[src/rtl/pipe_ctrl_pkg.sv]
// Shared encodings for the pipeline hazard controller: FSM states, forwarding
// selects and the write-data select codes used by the datapath.
package pipe_ctrl_pkg;

    typedef enum logic [1:0] {
        ST_RUN     = 2'b00,
        ST_MEMWAIT = 2'b01,
        ST_ERR     = 2'b10
    } state_e;

    typedef enum logic [1:0] {
        FWD_RF  = 2'b00,
        FWD_MEM = 2'b01,
        FWD_WB  = 2'b10
    } fwd_sel_e;

    localparam logic [1:0] WDSEL_FROMALU = 2'b00;
    localparam logic [1:0] WDSEL_FROMMEM = 2'b01;
    localparam logic [1:0] WDSEL_FROMPC  = 2'b10;

    // x0 is hardwired to zero, so a write to it never creates a dependency.
    function automatic logic reg_hit(input logic [4:0] rd, input logic we, input logic [4:0] rs);
        return we && (rd != 5'd0) && (rd == rs);
    endfunction

endpackage

[src/rtl/pipe_ctrl_fwd_unit.sv]
// Operand forwarding select for one EX source register; MEM result wins over WB.
module fwd_unit
    import pipe_ctrl_pkg::*;
(
    input  logic [4:0] rs_i,
    input  logic [4:0] mem_rd_i,
    input  logic       mem_we_i,
    input  logic [4:0] wb_rd_i,
    input  logic       wb_we_i,
    output logic [1:0] sel_o
);

    always_comb begin
        sel_o = FWD_RF;
        if (reg_hit(mem_rd_i, mem_we_i, rs_i)) begin
            sel_o = FWD_MEM;
        end else if (reg_hit(wb_rd_i, wb_we_i, rs_i)) begin
            sel_o = FWD_WB;
        end
    end

endmodule

[src/rtl/pipe_ctrl.sv]
// Five-stage pipeline hazard controller: forwarding, load-use stall, redirect
// flush, data-memory wait with timeout, and a saturating stall counter.
//   state      | meaning
//   ST_RUN     | normal issue; load-use / redirect / first memory cycle handled here
//   ST_MEMWAIT | pipeline frozen waiting for dm_ack, timeout counter running
//   ST_ERR     | memory timed out; pipeline held with bubbles until reset
module pipe_ctrl
    import pipe_ctrl_pkg::*;
#(
    parameter int TIMEOUT = 255,
    parameter int CNTW    = 16
) (
    input  logic            clk,
    input  logic            rstn,
    input  logic [4:0]      id_rs1,
    input  logic [4:0]      id_rs2,
    input  logic [4:0]      ex_rs1,
    input  logic [4:0]      ex_rs2,
    input  logic [4:0]      ex_rd,
    input  logic            ex_RegWrite,
    input  logic [1:0]      ex_WDSel,
    input  logic [4:0]      mem_rd,
    input  logic            mem_RegWrite,
    input  logic [4:0]      wb_rd,
    input  logic            wb_RegWrite,
    input  logic            mem_redirect,
    input  logic            mem_access,
    input  logic            dm_ack,
    output logic            dm_req,
    output logic            pc_en,
    output logic            pc_sel,
    output logic            ifid_en,
    output logic            idex_en,
    output logic            exmem_en,
    output logic            memwb_en,
    output logic            ifid_flush,
    output logic            idex_flush,
    output logic            exmem_flush,
    output logic            memwb_flush,
    output logic [1:0]      fwdA,
    output logic [1:0]      fwdB,
    output logic [CNTW-1:0] stall_cnt,
    output logic            err
);

    // Down-counter reloaded with TIMEOUT-1 on entry; expiry at zero.
    localparam int WW = (TIMEOUT > 1) ? $clog2(TIMEOUT) : 1;

    state_e            state_q, state_d;
    logic [WW-1:0]     wait_q, wait_d;
    logic [CNTW-1:0]   stall_q, stall_d;
    logic              load_use;
    logic              freeze;

    fwd_unit u_fwd_a (
        .rs_i     (ex_rs1),
        .mem_rd_i (mem_rd),
        .mem_we_i (mem_RegWrite),
        .wb_rd_i  (wb_rd),
        .wb_we_i  (wb_RegWrite),
        .sel_o    (fwdA)
    );

    fwd_unit u_fwd_b (
        .rs_i     (ex_rs2),
        .mem_rd_i (mem_rd),
        .mem_we_i (mem_RegWrite),
        .wb_rd_i  (wb_rd),
        .wb_we_i  (wb_RegWrite),
        .sel_o    (fwdB)
    );

    always_comb begin
        load_use = reg_hit(ex_rd, ex_RegWrite && (ex_WDSel == WDSEL_FROMMEM), id_rs1)
                || reg_hit(ex_rd, ex_RegWrite && (ex_WDSel == WDSEL_FROMMEM), id_rs2);
    end

    always_comb begin
        state_d     = state_q;
        wait_d      = wait_q;
        freeze      = 1'b0;
        dm_req      = 1'b0;
        pc_en       = 1'b1;
        pc_sel      = 1'b0;
        ifid_en     = 1'b1;
        idex_en     = 1'b1;
        exmem_en    = 1'b1;
        memwb_en    = 1'b1;
        ifid_flush  = 1'b0;
        idex_flush  = 1'b0;
        exmem_flush = 1'b0;
        memwb_flush = 1'b0;

        case (state_q)
            ST_RUN: begin
                dm_req = mem_access;
                if (mem_access && !dm_ack) begin
                    freeze  = 1'b1;
                    state_d = ST_MEMWAIT;
                    wait_d  = WW'(TIMEOUT - 1);
                end else if (mem_redirect) begin
                    pc_sel      = 1'b1;
                    ifid_flush  = 1'b1;
                    idex_flush  = 1'b1;
                    exmem_flush = 1'b1;
                end else if (load_use) begin
                    pc_en      = 1'b0;
                    ifid_en    = 1'b0;
                    idex_flush = 1'b1;
                end
            end
            ST_MEMWAIT: begin
                dm_req = mem_access;
                if (dm_ack) begin
                    state_d = ST_RUN;
                end else begin
                    freeze = 1'b1;
                    if (wait_q == '0) begin
                        state_d = ST_ERR;
                    end else begin
                        wait_d = wait_q - 1'b1;
                    end
                end
            end
            default: begin
                pc_en       = 1'b0;
                ifid_en     = 1'b0;
                idex_en     = 1'b0;
                exmem_en    = 1'b0;
                memwb_en    = 1'b0;
                ifid_flush  = 1'b1;
                idex_flush  = 1'b1;
                exmem_flush = 1'b1;
                memwb_flush = 1'b1;
            end
        endcase

        if (freeze) begin
            pc_en       = 1'b0;
            ifid_en     = 1'b0;
            idex_en     = 1'b0;
            exmem_en    = 1'b0;
            memwb_flush = 1'b1;
        end

        // Outputs must already be safe while reset is held, not one edge later.
        if (!rstn) begin
            dm_req      = 1'b0;
            pc_en       = 1'b0;
            pc_sel      = 1'b0;
            ifid_en     = 1'b0;
            idex_en     = 1'b0;
            exmem_en    = 1'b0;
            memwb_en    = 1'b0;
            ifid_flush  = 1'b1;
            idex_flush  = 1'b1;
            exmem_flush = 1'b1;
            memwb_flush = 1'b1;
        end
    end

    always_comb begin
        stall_d = stall_q;
        if (!pc_en && (stall_q != {CNTW{1'b1}})) begin
            stall_d = stall_q + 1'b1;
        end
    end

    always_ff @(posedge clk or negedge rstn) begin
        if (!rstn) begin
            state_q <= ST_RUN;
            wait_q  <= '0;
            stall_q <= '0;
        end else begin
            state_q <= state_d;
            wait_q  <= wait_d;
            stall_q <= stall_d;
        end
    end

    assign stall_cnt = stall_q;
    assign err       = (state_q == ST_ERR);

endmodule

[config.mk]
export PLATFORM = sky130hd
export DESIGN_NAME = pipe_ctrl
export DESIGN_NICKNAME = d
export VERILOG_FILES = /design/src/rtl/pipe_ctrl_pkg.sv /design/src/rtl/pipe_ctrl_fwd_unit.sv /design/src/rtl/pipe_ctrl.sv
export SDC_FILE = /design/constraint.sdc
export NUM_CORES = 1
export LEC_CHECK = 0
export ABC_AREA = 1
export BUFFER_PORTS_ARGS = -buffer_cell sky130_fd_sc_hd__buf_2
export CAP_MARGIN = 40
export CORE_MARGIN = 1
export CORE_UTILIZATION = 55
export CTS_CLUSTER_SIZE = 20
export DETAILED_ROUTE_END_ITERATION = 16
export PLACE_DENSITY_LB_ADDON = 0.08
export SLEW_MARGIN = 20
export SYNTH_ARGS = -nofsm -noshare
export SYNTH_HDL_FRONTEND = slang
export SYNTH_HIERARCHICAL = 1
export SYNTH_SLANG_ARGS = --single-unit
[constraint.sdc]
create_clock -name clk -period 3.9 [get_ports clk]
set_input_delay 0 -clock clk [delete_from_list [all_inputs] [get_ports clk]]
set_output_delay 0 -clock clk [all_outputs]
set_load 0.01 [all_outputs]
# Word-level counts from Yosys, hierarchy flattened
# Index checks and enable logic that the tools add are counted.
# Widths: inputs -> output; s select.
[word_totals]
wordCells = 84
input_bits = 45
reg_bits = 26
[op_classes]
mux = 41
n_reduce_logical = 24
eq_ne = 14
addsub = 2
[ops]
columns = ["cell", "n"]
rows = [
  ["$eq 5x5->1", 6],
  ["$mux 1", 25],
  ["$mux 8", 3],
  ["$add 16x1->16 const B", 1],
  ["$ne 16x16->1 const B", 1],
  ["$pmux 8 s2", 1],
  ["$reduce_bool 5->1", 3],
  ["$mux 2", 7],
  ["$logic_and 1x1->1", 12],
  ["$logic_not 8->1", 1],
  ["$pmux 1 s2", 4],
  ["$sub 8x1->8 const B", 1],
  ["$ne 2x2->1 const B", 3],
  ["$eq 2x1->1 const B", 2],
  ["$pmux 2 s2", 1],
  ["$reduce_and 4->1", 1],
  ["$ne 3x3->1 const B", 1],
  ["$reduce_and 3->1", 1],
  ["$eq 2x2->1 const B", 1],
  ["$logic_not 1->1", 2],
  ["$logic_not 2->1", 1],
  ["$reduce_bool 2->1", 1],
  ["$reduce_or 2->1", 1],
  ["$logic_or 1x1->1", 1],
]

# Logic depth before layout (Yosys ltp)
# Gate-level depths: netlist of run 1.
[depth]
depth_word = 13
depth_mapped = 12
mapped_depth_nobuf = 11

# Modules after synthesis
# The synthesis of run 1 kept the hierarchy.
[modules_own_cells]
columns = ["mod", "instances", "seq_area_each_um2", "area_per_inst_um2", "cells_per_inst"]
rows = [
  ["pipe_ctrl", 1, 650.6, 1859.3, 271],
  ["fwd_unit", 2, 0.0, 214.0, 50],
]

# Worst setup path after synthesis of run 1
# OpenSTA, ideal clock, no wires.
[synth_timing]
path_kind = "register to register"
from = "register stall_q[0] (netlist: stall_cnt[0])"
to = "register stall_q[3] (netlist: stall_cnt[3])"
required_ps = 3783
arrival_ps = 1610
period_less_slack_ps = 1727
path_slack_ps = 2173
n_path_buf = 1
stages_incl_launch_ff = 9
cell_sequence = "dfrtp_1 > ha_1 > nand3_1 > inv_2 > and3_1 > nand4_2 > clkbuf_1 > nand3_1 > nand2_1"
[synth_between]
elab_chain_cells = 2
word_cells_on_any_way = 3
[synth_rtl]
columns = ["item", "line", "source"]
rows = [
  ["start, declared", "pipe_ctrl.sv:51", "logic [CNTW-1:0] stall_q, stall_d;"],
  ["start signal, assigned", "pipe_ctrl.sv:177", "stall_q <= stall_d;"],
  ["branches (longest 2 deep; another with $add 16x1->16)", "n/a", ""],
]
# Several ways; the timed one is not identified.
# A chain may end at the register's enable or synchronous reset.

# Worst setup path after layout of run 1
[layout_timing]
from = "input port rstn"
to = "output port ifid_en"
[layout_between]
elab_chain_cells = 1
[layout_rtl]
columns = ["item", "line", "source"]
rows = [
  ["start, declared", "pipe_ctrl.sv:14", "input logic rstn,"],
  ["$mux 1", "pipe_ctrl.sv:147", "if (!rstn) begin"],
  ["end, declared", "pipe_ctrl.sv:32", "output logic ifid_en,"],
]
# Every way passes these cells.

==> results of run 1 <==
-- final cells by class --
class / count / area [sq um] / area share (%)
sequential: 26 / 651 / 23.4
clock buffer: 3 / 41.3 / 1.49
inverter: 63 / 236 / 8.51
timing repair buffer: 78 / 400 / 14.4
multi-input combinational: 276 / 1360 / 48.9
tap: 50 / 62.6 / 2.25
clock inverter: 1 / 30.0 / 1.08
-- sequential cells by signal, indices dropped and copies added, names as in the netlist --
name       flops
stall_cnt     16
state_q        2
wait_q         8
-- through the flow --
stage | setup WS [ps] | std cells
floorplan | 2170 | 371
global placement | 2010 | 491
detailed placement | 1930 | 491
CTS | 1720 | 497
global route | 1550 | 497
finish | 1790 | 497
-- power by group through the flow --
stage	logic (uW)	clock network, uW	registers, uW
floorplan	49.6	0	278
global placement	93.1	0	278
detailed placement	95.4	0	278
CTS	97.5	229	273
global route	112	240	273
finish	97.6	227	273
-- placed cells by master, fill, tap and decap left out --
master | synthesis | routed
inv_1 | 53 | 53
clkbuf_8 | 0 | 3
nor2_1 | 38 | 38
and3b_1 | 1 | 1
a31o_2 | 1 | 1
nor4_4 | 1 | 1
nand2_1 | 127 | 127
buf_2 | 1 | 76
nand4_1 | 3 | 3
ha_1 | 3 | 3
a21boi_2 | 1 | 1
nand2_4 | 3 | 3
dlygate4sd3_1 | 0 | 2
xnor2_1 | 6 | 6
or2_1 | 1 | 1
a21boi_0 | 2 | 2
dfrtp_1 | 26 | 26
and3_1 | 1 | 1
inv_2 | 10 | 10
xor2_1 | 15 | 15
nand3_1 | 39 | 39
o21ai_0 | 19 | 19
a21oi_1 | 2 | 2
nor3b_1 | 1 | 1
bufinv_16 | 0 | 1
a22oi_1 | 1 | 1
nor2_2 | 5 | 5
nor3_1 | 3 | 3
nand4_2 | 1 | 1
nand2_2 | 2 | 2
-- cell families (layout without fill, tap and decap cells) --
| group | after synthesis | count (layout) |
|---|---|---|
| fa+ha+maj | 3 | 3 |
| compound gates | 26 | 26 |
| flops | 26 | 26 |
| simple gates | 226 | 226 |
| buf+inv | 69 | 145 |
| xor+xnor | 21 | 21 |
-- worst register-to-register path, cell delays in order (launching register included) --
cell     delay [ps]
dfrtp_1         410
ha_1            220
nand3_1         160
inv_2            90
and3_1          210
nand4_2         370
nand2_4         340
nand2_1          80
nand2_1          70
-- per-layer routing --
| metal | vias up | routed length, um | global-route usage, % |
|---|---|---|---|
| li1 | 1293 | - | - |
| met1 | 1102 | 2380 | 30.3 |
| met2 | 61 | 2660 | 47.8 |
| met3 | 2 | 240 | 4.97 |
| met4 | 0 | 13 | 4.52 |
| met5 | - | 0 | 0 |
-- path summary, 6_finish.rpt --
kind / from / end / slack [ps] / cells past startpoint
hold / removal: mem_access / wait_q[2]$_DFFE_PN0P_ / 210 / 5
max in group asynchronous: rstn / stall_cnt[3]$_DFFE_PN0P_ / 3250 / 2
setup / recovery: rstn / ifid_en / 1790 / 7
min in group asynchronous: rstn / wait_q[2]$_DFFE_PN0P_ / 250 / 2
hold reg to reg: wait_q[0]$_DFFE_PN0P_ / wait_q[0]$_DFFE_PN0P_ / 500 / 1
setup reg to reg: stall_cnt[0]$_DFFE_PN0P_ / stall_cnt[11]$_DFFE_PN0P_ / 1890 / 8
==> impl_metrics.py, run 1 <==
metrics = {
    "outcome": {
        "outcome": "complete, no violations",
    },
    "power": {
        "pwr-share-seq_pct": 45.7,
        "comb_power_share_pct": 16.3,
        "p_leak_uw": 0.00165,
        "finalPower_uw": 597,
        "pwr-share-clk_pct": 38.0,
        "p_per_area_nw_per_um2": 215,
        "internal_power_uw": 449,
        "peakVddDrop_uv": 217,
        "switching_share_pct": 24.9,
        "p_switching_uw": 149,
    },
    "worst_setup_path": {
        "crit_buf_inv": 5,
        "crit_chain": "dlygate4sd3_1 > buf_2 > inv_1 > nor4_4 > nand2_4 > inv_2 > buf_2",
        "worstPathMaxFanout": 27,
        "cp.arrival_ps": 2110,
        "critPathMaxStageDelay_ps": 520,
        "critPathSlowestCell": "dlygate4sd3_1",
        "path_class": "in -> out",
        "cp_common_cell": "buf_2",
        "cp-end-kind": "primary output",
        "worstSetupStartpointType": "input pin",
        "crit_family": "buffers and inverters",
        "crit_required_ps": 3900,
    },
    "global_route": {
        "antenna_found_initial": 0,
        "grt_pass1_wl_mm": 8.80,
        "grt_max_degree": 28,
        "track_usage_pct": 25.6,
        "grt_pass1_vias": 2158,
        "gr-total-overflow": 0,
    },
    "placement": {
        "gp_congestion": 0.876,
        "hpwl_mm": 4.16,
        "portBuffers": 76,
        "dpl_cell_area_sq_um": 2690,
    },
    "cts": {
        "cts_root_buffer": "clkbuf_8",
        "htreeDepth": 1,
        "cts.repair.resized": 0,
        "cts_tree": "yes",
        "cts.path.max_buffers": 2,
        "clkSlewWorstSetupHoldPaths_ps": 90,
        "numCtsBuffers": 3,
        "cts_hold_buf": 2,
        "clk_latency_ps": 270,
        "clock_sinks": 26,
        "cts_setup_buffers": 0,
    },
    "yosys": {
        "yosys-top-cells-area": "dfrtp_1, nand2_1, inv_1, nand3_1, nor2_1",
        "ys_top_cells_by_count": "nand2_1, inv_1, nand3_1",
        "yosys.area_share.simple_pct": 43.2,
        "synth_area_per_cell_sq_um": 6.16,
        "yosysWarnings": 6,
        "yosysTopAreaCellShare_pct": 28.4,
        "synth_xor_area_share_pct": 8.04,
        "synth_top_family_by_area": "simple AND/OR/NAND/NOR gates",
        "synth.area.mux_share_pct": 0,
        "yosys.area.top_type": "dfrtp_1",
        "yosysMostFrequentCell": "nand2_1",
        "synth_seq_cells": 26,
        "synthFlopType": "dfrtp_1",
        "synth_adder_area_share_pct": 1.64,
        "async_reset_ff_share_pct": 100,
        "yosysSeqAreaShare_pct": 28.4,
        "synth_nets": 419,
        "synthesis.area_sq_um": 2290,
        "postSynthCellCount": 371,
        "yosysUniqueCellTypes": 30,
        "synth_compound_area_share_pct": 6.46,
        "synth-edff-count": 0,
    },
    "timing": {
        "relSlewSlack_pct": 60.1,
        "finalMaxSlewViolations": 0,
        "setup_viol": 0,
        "fmax_mhz": 473,
        "post-route-period-util_pct": 54.2,
        "final.setup.tns_ps": 0,
        "rsz0062_at_grt": "false",
        "tightest_slew_ps": 599,
        "period_minus_slack_ps": 2110,
        "fin_skew_ps": 2.47,
        "timing.hold.ws_ps": 208,
        "hold_violations": 0,
    },
    "detailed_routing": {
        "vias_per_cell": 4.95,
        "vias": 2458,
        "drc": 0,
        "antenna_left": 0,
        "drtPass1Iterations": 4,
        "finalWirelength_mm": 5.29,
        "post_drt_wl_per_cell_um": 10.6,
        "drt-initial-drc-count": 101,
    },
    "floorplan": {
        "num_rows": 23,
        "fp.coreArea_sq_um": 4000,
        "start_util_pct": 57.2,
        "die_area_sq_um": 4420,
        "die_h_um": 66.5,
        "die_w_um": 66.5,
        "io_pins": 77,
    },
    "layout": {
        "finalNetCount": 496,
        "syn2layout_area_growth_pct": 21.5,
        "drive_gt1_share_pct": 23.3,
        "n_antenna_cell": 0,
        "final_util_pct": 69.5,
        "stdcell_area_sq_um": 2780,
        "n_fill_cell": 374,
    },
    "flow_run": {
        "maxCapViolCount": 0,
    },
    "hold_path": {
        "hold_class": "in -> reg",
    },
}
Power figures use the tool's default switching activity.
==> run 2: changes to the inputs <==
--- a/config.mk
+++ b/config.mk
@@ -5,11 +5,11 @@
 export SDC_FILE = /design/constraint.sdc
 export NUM_CORES = 1
 export LEC_CHECK = 0
-export ABC_AREA = 1
+export ABC_AREA = 0
 export BUFFER_PORTS_ARGS = -buffer_cell sky130_fd_sc_hd__buf_2
 export CAP_MARGIN = 40
 export CORE_MARGIN = 1
-export CORE_UTILIZATION = 55
+export CORE_UTILIZATION = 48
 export CTS_CLUSTER_SIZE = 20
 export DETAILED_ROUTE_END_ITERATION = 16
 export PLACE_DENSITY_LB_ADDON = 0.08
==> constraint.sdc (replaced) <==
create_clock -name clk -period 2.1 [get_ports clk]
set_input_delay 0 -clock clk [delete_from_list [all_inputs] [get_ports clk]]
set_output_delay 0 -clock clk [all_outputs]
set_load 0.01 [all_outputs]
==> impl_metrics.py, run 2 <==
metrics = {
    "yosys": {
        "yosysTopAreaCellShare_pct": 35.4,
        "synthFlopType": "dfrtp_1",
        "yosysWarnings": 6,
        "synth_area_per_cell_sq_um": 9.68,
        "yosys.area.top_type": "dfrtp_1",
        "async_reset_ff_share_pct": 100,
        "postSynthCellCount": 190,
        "synthesis.area_sq_um": 1840,
        "synth_seq_cells": 26,
        "yosysSeqAreaShare_pct": 35.4,
        "ys_top_cells_by_count": "dfrtp_1, xnor2_1, xor2_1",
        "yosysUniqueCellTypes": 43,
        "yosys-top-cells-area": "dfrtp_1, xnor2_1, xor2_1, nand2_1, nand3_1",
        "synth_nets": 238,
        "synth-edff-count": 0,
    },
    "cts": {
        "clkSlewWorstSetupHoldPaths_ps": 90,
        "clock_sinks": 26,
        "clk_latency_ps": 260,
        "cts.path.max_buffers": 2,
        "cts_tree": "yes",
        "cts.repair.resized": 0,
        "numCtsBuffers": 3,
        "cts_root_buffer": "clkbuf_8",
        "htreeDepth": 1,
    },
    "global_route": {
        "grt_util_met3_pct": 2.68,
        "met1_usage_pct": 29.5,
        "gr-total-overflow": 0,
        "grt_pass1_vias": 1552,
        "grt_pass1_wl_mm": 6.76,
        "met2_usage_pct": 32.6,
        "grt_busiest_layer": "met2",
        "antenna_found_initial": 0,
        "grt_max_degree": 27,
        "track_usage_pct": 20.9,
    },
    "timing": {
        "finalMaxSlewViolations": 0,
        "fin_skew_ps": 2.29,
        "post-route-period-util_pct": 90.4,
        "fmax_mhz": 527,
        "hold_violations": 0,
        "timing.hold.ws_ps": 35.9,
        "final.setup.tns_ps": 0,
        "rsz0062_at_grt": "false",
        "relSlewSlack_pct": 69.5,
        "period_minus_slack_ps": 1900,
        "setup_viol": 0,
        "tightest_slew_ps": 457,
    },
    "layout": {
        "largest_reg_flops": 16,
        "syn2layout_area_growth_pct": 28.0,
        "final_cells": 320,
        "finalNetCount": 321,
        "final_common_cell": "buf_2",
        "final_cell_mix": "buf_2, xnor2_1, dfrtp_1",
        "final_util_pct": 64.3,
        "drive_gt1_share_pct": 39.0,
        "n_antenna_cell": 0,
    },
    "outcome": {
        "outcome": "complete, no violations",
    },
    "floorplan": {
        "fp.coreArea_sq_um": 3660,
        "io_pins": 77,
        "die_area_sq_um": 4080,
        "die_w_um": 63.9,
        "die_h_um": 63.9,
        "num_rows": 22,
        "start_util_pct": 50.2,
    },
    "detailed_routing": {
        "drc": 0,
        "vias_per_cell": 5.18,
        "post_drt_wl_per_cell_um": 12.3,
        "finalWirelength_mm": 3.92,
        "antenna_left": 0,
        "drtPass1Iterations": 4,
        "vias": 1658,
        "drt-initial-drc-count": 63,
    },
    "hold_path": {
        "holdPathEnd": "state_q[1]$_DFFE_PN0P_",
        "min-delay-start": "dm_ack",
        "holdPathStages": 3,
        "hold_class": "in -> reg",
    },
    "flow_run": {
        "maxCapViolCount": 0,
    },
    "worst_setup_path": {
        "worstSetupStartpointType": "register",
        "cp-end-kind": "register",
        "path_class": "reg -> reg",
        "r2r_start": "stall_cnt[0]$_DFFE_PN0P_",
        "crit_start": "stall_cnt[0]$_DFFE_PN0P_",
        "worstPathMaxFanout": 10,
        "reg2regPathDepth": 7,
        "crit_required_ps": 2260,
        "r2r_end": "stall_cnt[9]$_DFFE_PN0P_",
        "cp.arrival_ps": 2050,
        "r2r_slack_ps": 200,
    },
    "placement": {
        "portBuffers": 76,
        "gp_congestion": 0.792,
        "numPlacedInstances": 315,
        "hpwl_mm": 3.26,
    },
    "power": {
        "finalPower_uw": 983,
        "p_leak_uw": 0.00121,
        "p_per_area_nw_per_um2": 418,
        "peakVddDrop_uv": 212,
    },
}
==> run 2: changes by cell type after synthesis, sizes merged, moves of 4 or more <==
cell,change
nand2,-113
inv,-58
nor2,-33
nand3,-26
xnor2,+20
o21ai,-16
and3,+8
nor3,+8
xor2,+4
==> run 2: metal layers <==
metal,part of all wire (%),vias up
met5,0,-
met1,47,756
li1,-,834
met3,6.2,4
met2,46,64
met4,0.89,0
==> run 2: worst max-delay path by stage <==
stage | depth (start not counted) | slack, ps | end
2_1_floorplan | 8 | 190 | stall_cnt[9]$_DFFE_PN0P_
6_report | 7 | 200 | stall_cnt[9]$_DFFE_PN0P_
5_1_grt | 7 | 70 | stall_cnt[9]$_DFFE_PN0P_
4_1_cts | 7 | 200 | stall_cnt[9]$_DFFE_PN0P_
3_5_place_dp | 7 | 220 | stall_cnt[9]$_DFFE_PN0P_
3_3_place_gp | 7 | 260 | stall_cnt[9]$_DFFE_PN0P_
==> run 2: power breakdown <==
| group | switching, uW | internal [uW] | leakage, uW | total, uW |
|---|---|---|---|---|
| clock | 148 | 167 | 0.0000288 | 315 |
| sequential | 1.27 | 502 | 0.000339 | 503 |
| combinational | 87.9 | 76.7 | 0.000838 | 165 |
| total | 237 | 746 | 0.00121 | 983 |
==> run 2: critical path, stage by stage, from the launching register on <==
cell	delay (ps)
dfrtp_1	420
ha_1	220
and2_1	180
and3_2	270
nand3b_4	150
and4_1	290
nand4_1	130
xnor2_1	140
==> run 2: area by class of cell <==
type / count / area, sq um
Clock buffer: 4 / 55.1
Fill cell: 330 / 1310
Inverter: 5 / 18.8
Multi-Input combinational cell: 153 / 1130
Sequential cell: 26 / 651
Tap cell: 48 / 60.1
Timing Repair Buffer: 84 / 443
==> run 2: cell families after synthesis <==
family                     share of synthesized area (%)
AOI/OAI and AO/OA                                   10.3
xor gates and xnor gates                            21.4
adders and majority gates                           2.04
buffers and inverters                               3.40
DFF                                                 35.4
muxes                                               1.43
and+or+nand+nor                                     26.1
==> run 2: stage by stage <==
stage               worst slack (ps)  cell area [sq um]
finish                           201               2350
global route                    67.6               2350
CTS                              200               2350
detailed placement               218               2290
global placement                 262               2290
floorplan                        185               1840
==> run 2: what timing repair did <==
action	in CTS	in global routing
hold endpoints to repair	26	0
setup buffers	0	0
endpoints found under the setup margin	0	0
hold buffers	1	0
==> run 3: changes to the inputs <==
--- a/config.mk
+++ b/config.mk
@@ -13,6 +13,7 @@
 export CTS_CLUSTER_SIZE = 20
 export DETAILED_ROUTE_END_ITERATION = 16
 export PLACE_DENSITY_LB_ADDON = 0.08
+export SETUP_SLACK_MARGIN = 0.3
 export SLEW_MARGIN = 20
 export SYNTH_ARGS = -nofsm -noshare
 export SYNTH_HDL_FRONTEND = slang
==> impl_metrics.py, run 3 (synthesis results as in run 2) <==
metrics = {
    "timing": {
        "fmax_mhz": 554,
        "final.setup.tns_ps": 0,
        "rsz0062_at_grt": "true",
        "period_minus_slack_ps": 1810,
        "relSlewSlack_pct": 78.2,
        "finalMaxSlewViolations": 0,
        "post-route-period-util_pct": 86.0,
        "hold_violations": 0,
        "tightest_slew_ps": 327,
        "setup_viol": 0,
        "fin_skew_ps": 4.43,
    },
    "detailed_routing": {
        "vias": 1713,
        "finalWirelength_mm": 4.38,
        "drtPass1Iterations": 4,
        "drt-initial-drc-count": 72,
        "post_drt_wl_per_cell_um": 13.3,
        "antenna_left": 0,
        "vias_per_cell": 5.19,
        "drc": 0,
    },
    "outcome": {
        "outcome": "complete, no violations",
    },
    "layout": {
        "syn2layout_area_growth_pct": 34.5,
        "final_cell_mix": "buf_2, xnor2_1, dfrtp_1",
        "stdcell_area_sq_um": 2470,
        "finalNetCount": 332,
        "final_common_cell": "buf_2",
        "final_util_pct": 67.6,
        "drive_gt1_share_pct": 46.1,
        "n_antenna_cell": 0,
        "largest_reg_flops": 16,
    },
    "power": {
        "p_leak_uw": 0.00125,
        "peakVddDrop_uv": 204,
        "p_per_area_nw_per_um2": 389,
    },
    "cts": {
        "cts_root_buffer": "clkbuf_8",
        "numCtsBuffers": 3,
        "cts_tree": "yes",
        "clkSlewWorstSetupHoldPaths_ps": 90,
        "clk_latency_ps": 270,
        "htreeDepth": 1,
        "clock_sinks": 26,
        "cts.path.max_buffers": 2,
    },
    "global_route": {
        "grt_pass1_wl_mm": 7.00,
        "antenna_found_initial": 0,
        "grt_pass1_vias": 1566,
        "gr-total-overflow": 0,
        "track_usage_pct": 21.8,
        "grt_max_degree": 27,
    },
    "placement": {
        "hpwl_mm": 3.33,
        "portBuffers": 76,
        "dpl_cell_area_sq_um": 2280,
        "gp_congestion": 0.782,
    },
    "floorplan": {
        "die_h_um": 63.9,
        "io_pins": 77,
        "num_rows": 22,
        "fp.coreArea_sq_um": 3660,
        "die_w_um": 63.9,
        "die_area_sq_um": 4080,
        "start_util_pct": 50.2,
    },
    "worst_setup_path": {
        "cp.arrival_ps": 1960,
        "cp_common_cell": "nand2_1",
        "crit_required_ps": 2250,
        "critPathMaxStageDelay_ps": 370,
        "cp-end-kind": "register",
        "critPathSlowestCell": "dfrtp_1",
        "worstPathMaxFanout": 3,
        "path_class": "reg -> reg",
        "crit_chain": "inv_2 > ha_2 > nor3b_4 > a311oi_2 > nand2_1 > nor3_2 > xnor2_1 > nand2_1",
        "reg2regPathDepth": 8,
        "worstSetupStartpointType": "register",
    },
    "hold_path": {
        "hold_class": "in -> reg",
        "holdPathStages": 3,
    },
    "flow_run": {
        "maxCapViolCount": 0,
    },
}
==> run 3: layout make-up <==
cell class	instances	area, sq um
Inverter	5	18.8
Timing Repair Buffer	95	526
Clock buffer	3	41.3
Fill cell	339	1190
Tap cell	48	60.1
Sequential cell	26	652
Multi-Input combinational cell	153	1180
==> run 3: critical path: cells and delay by family, from the launching register on <==
family	cells	cell delay (ps)
adders and majority gates	1	170
AOI/OAI and AO/OA	1	360
DFF	1	370
and+or+nand+nor	4	590
xor gates and xnor gates	1	140
buffers and inverters	1	50
==> run 3: repair_timing <==
action	4_1_cts	5_1_grt
pin swaps	2	8
endpoints found under the hold margin	26	0
hold buffers	1	0
setup endpoints to repair	5	15
setup buffers	2	11
gates resized for setup	2	11
==> run 3: report_power, final <==
part	internal, uW	switching (uW)	leakage, uW
logic	84.9	92.0	0.000892
registers	502	1.52	0.000337
clock network	129	154	0.0000216
==> run 3: worst paths after layout <==
path,end,slack [ps],startpoint
max,wait_q[4]$_DFFE_PN0P_,290,wait_q[0]$_DFFE_PN0P_
min in group asynchronous,stall_cnt[8]$_DFFE_PN0P_,290,rstn
min reg2reg,stall_cnt[15]$_DFFE_PN0P_,500,stall_cnt[15]$_DFFE_PN0P_
min,state_q[1]$_DFFE_PN0P_,30,dm_ack
max reg2reg,wait_q[4]$_DFFE_PN0P_,290,wait_q[0]$_DFFE_PN0P_
max in group asynchronous,stall_cnt[7]$_DFFE_PN0P_,1550,rstn
==> run 3: stage by stage <==
step	hold WS, ps	power (uW)	instances	setup slack, ps
5_1_grt	97.6	1010	330	214
3_3_place_gp	51.0	677	313	336
3_5_place_dp	52.9	679	313	269
2_1_floorplan	-296	591	190	321
4_1_cts	35.4	958	319	304
6_report	31.1	963	330	293
==> run 3: metal layers <==
layer	wire length (um)	global-route usage, %	share of wire, %
met1	1920	29.3	44
met2	2110	35.6	48
met3	284	2.86	6.5
met4	56	7.67	1.3
met5	0	0	0
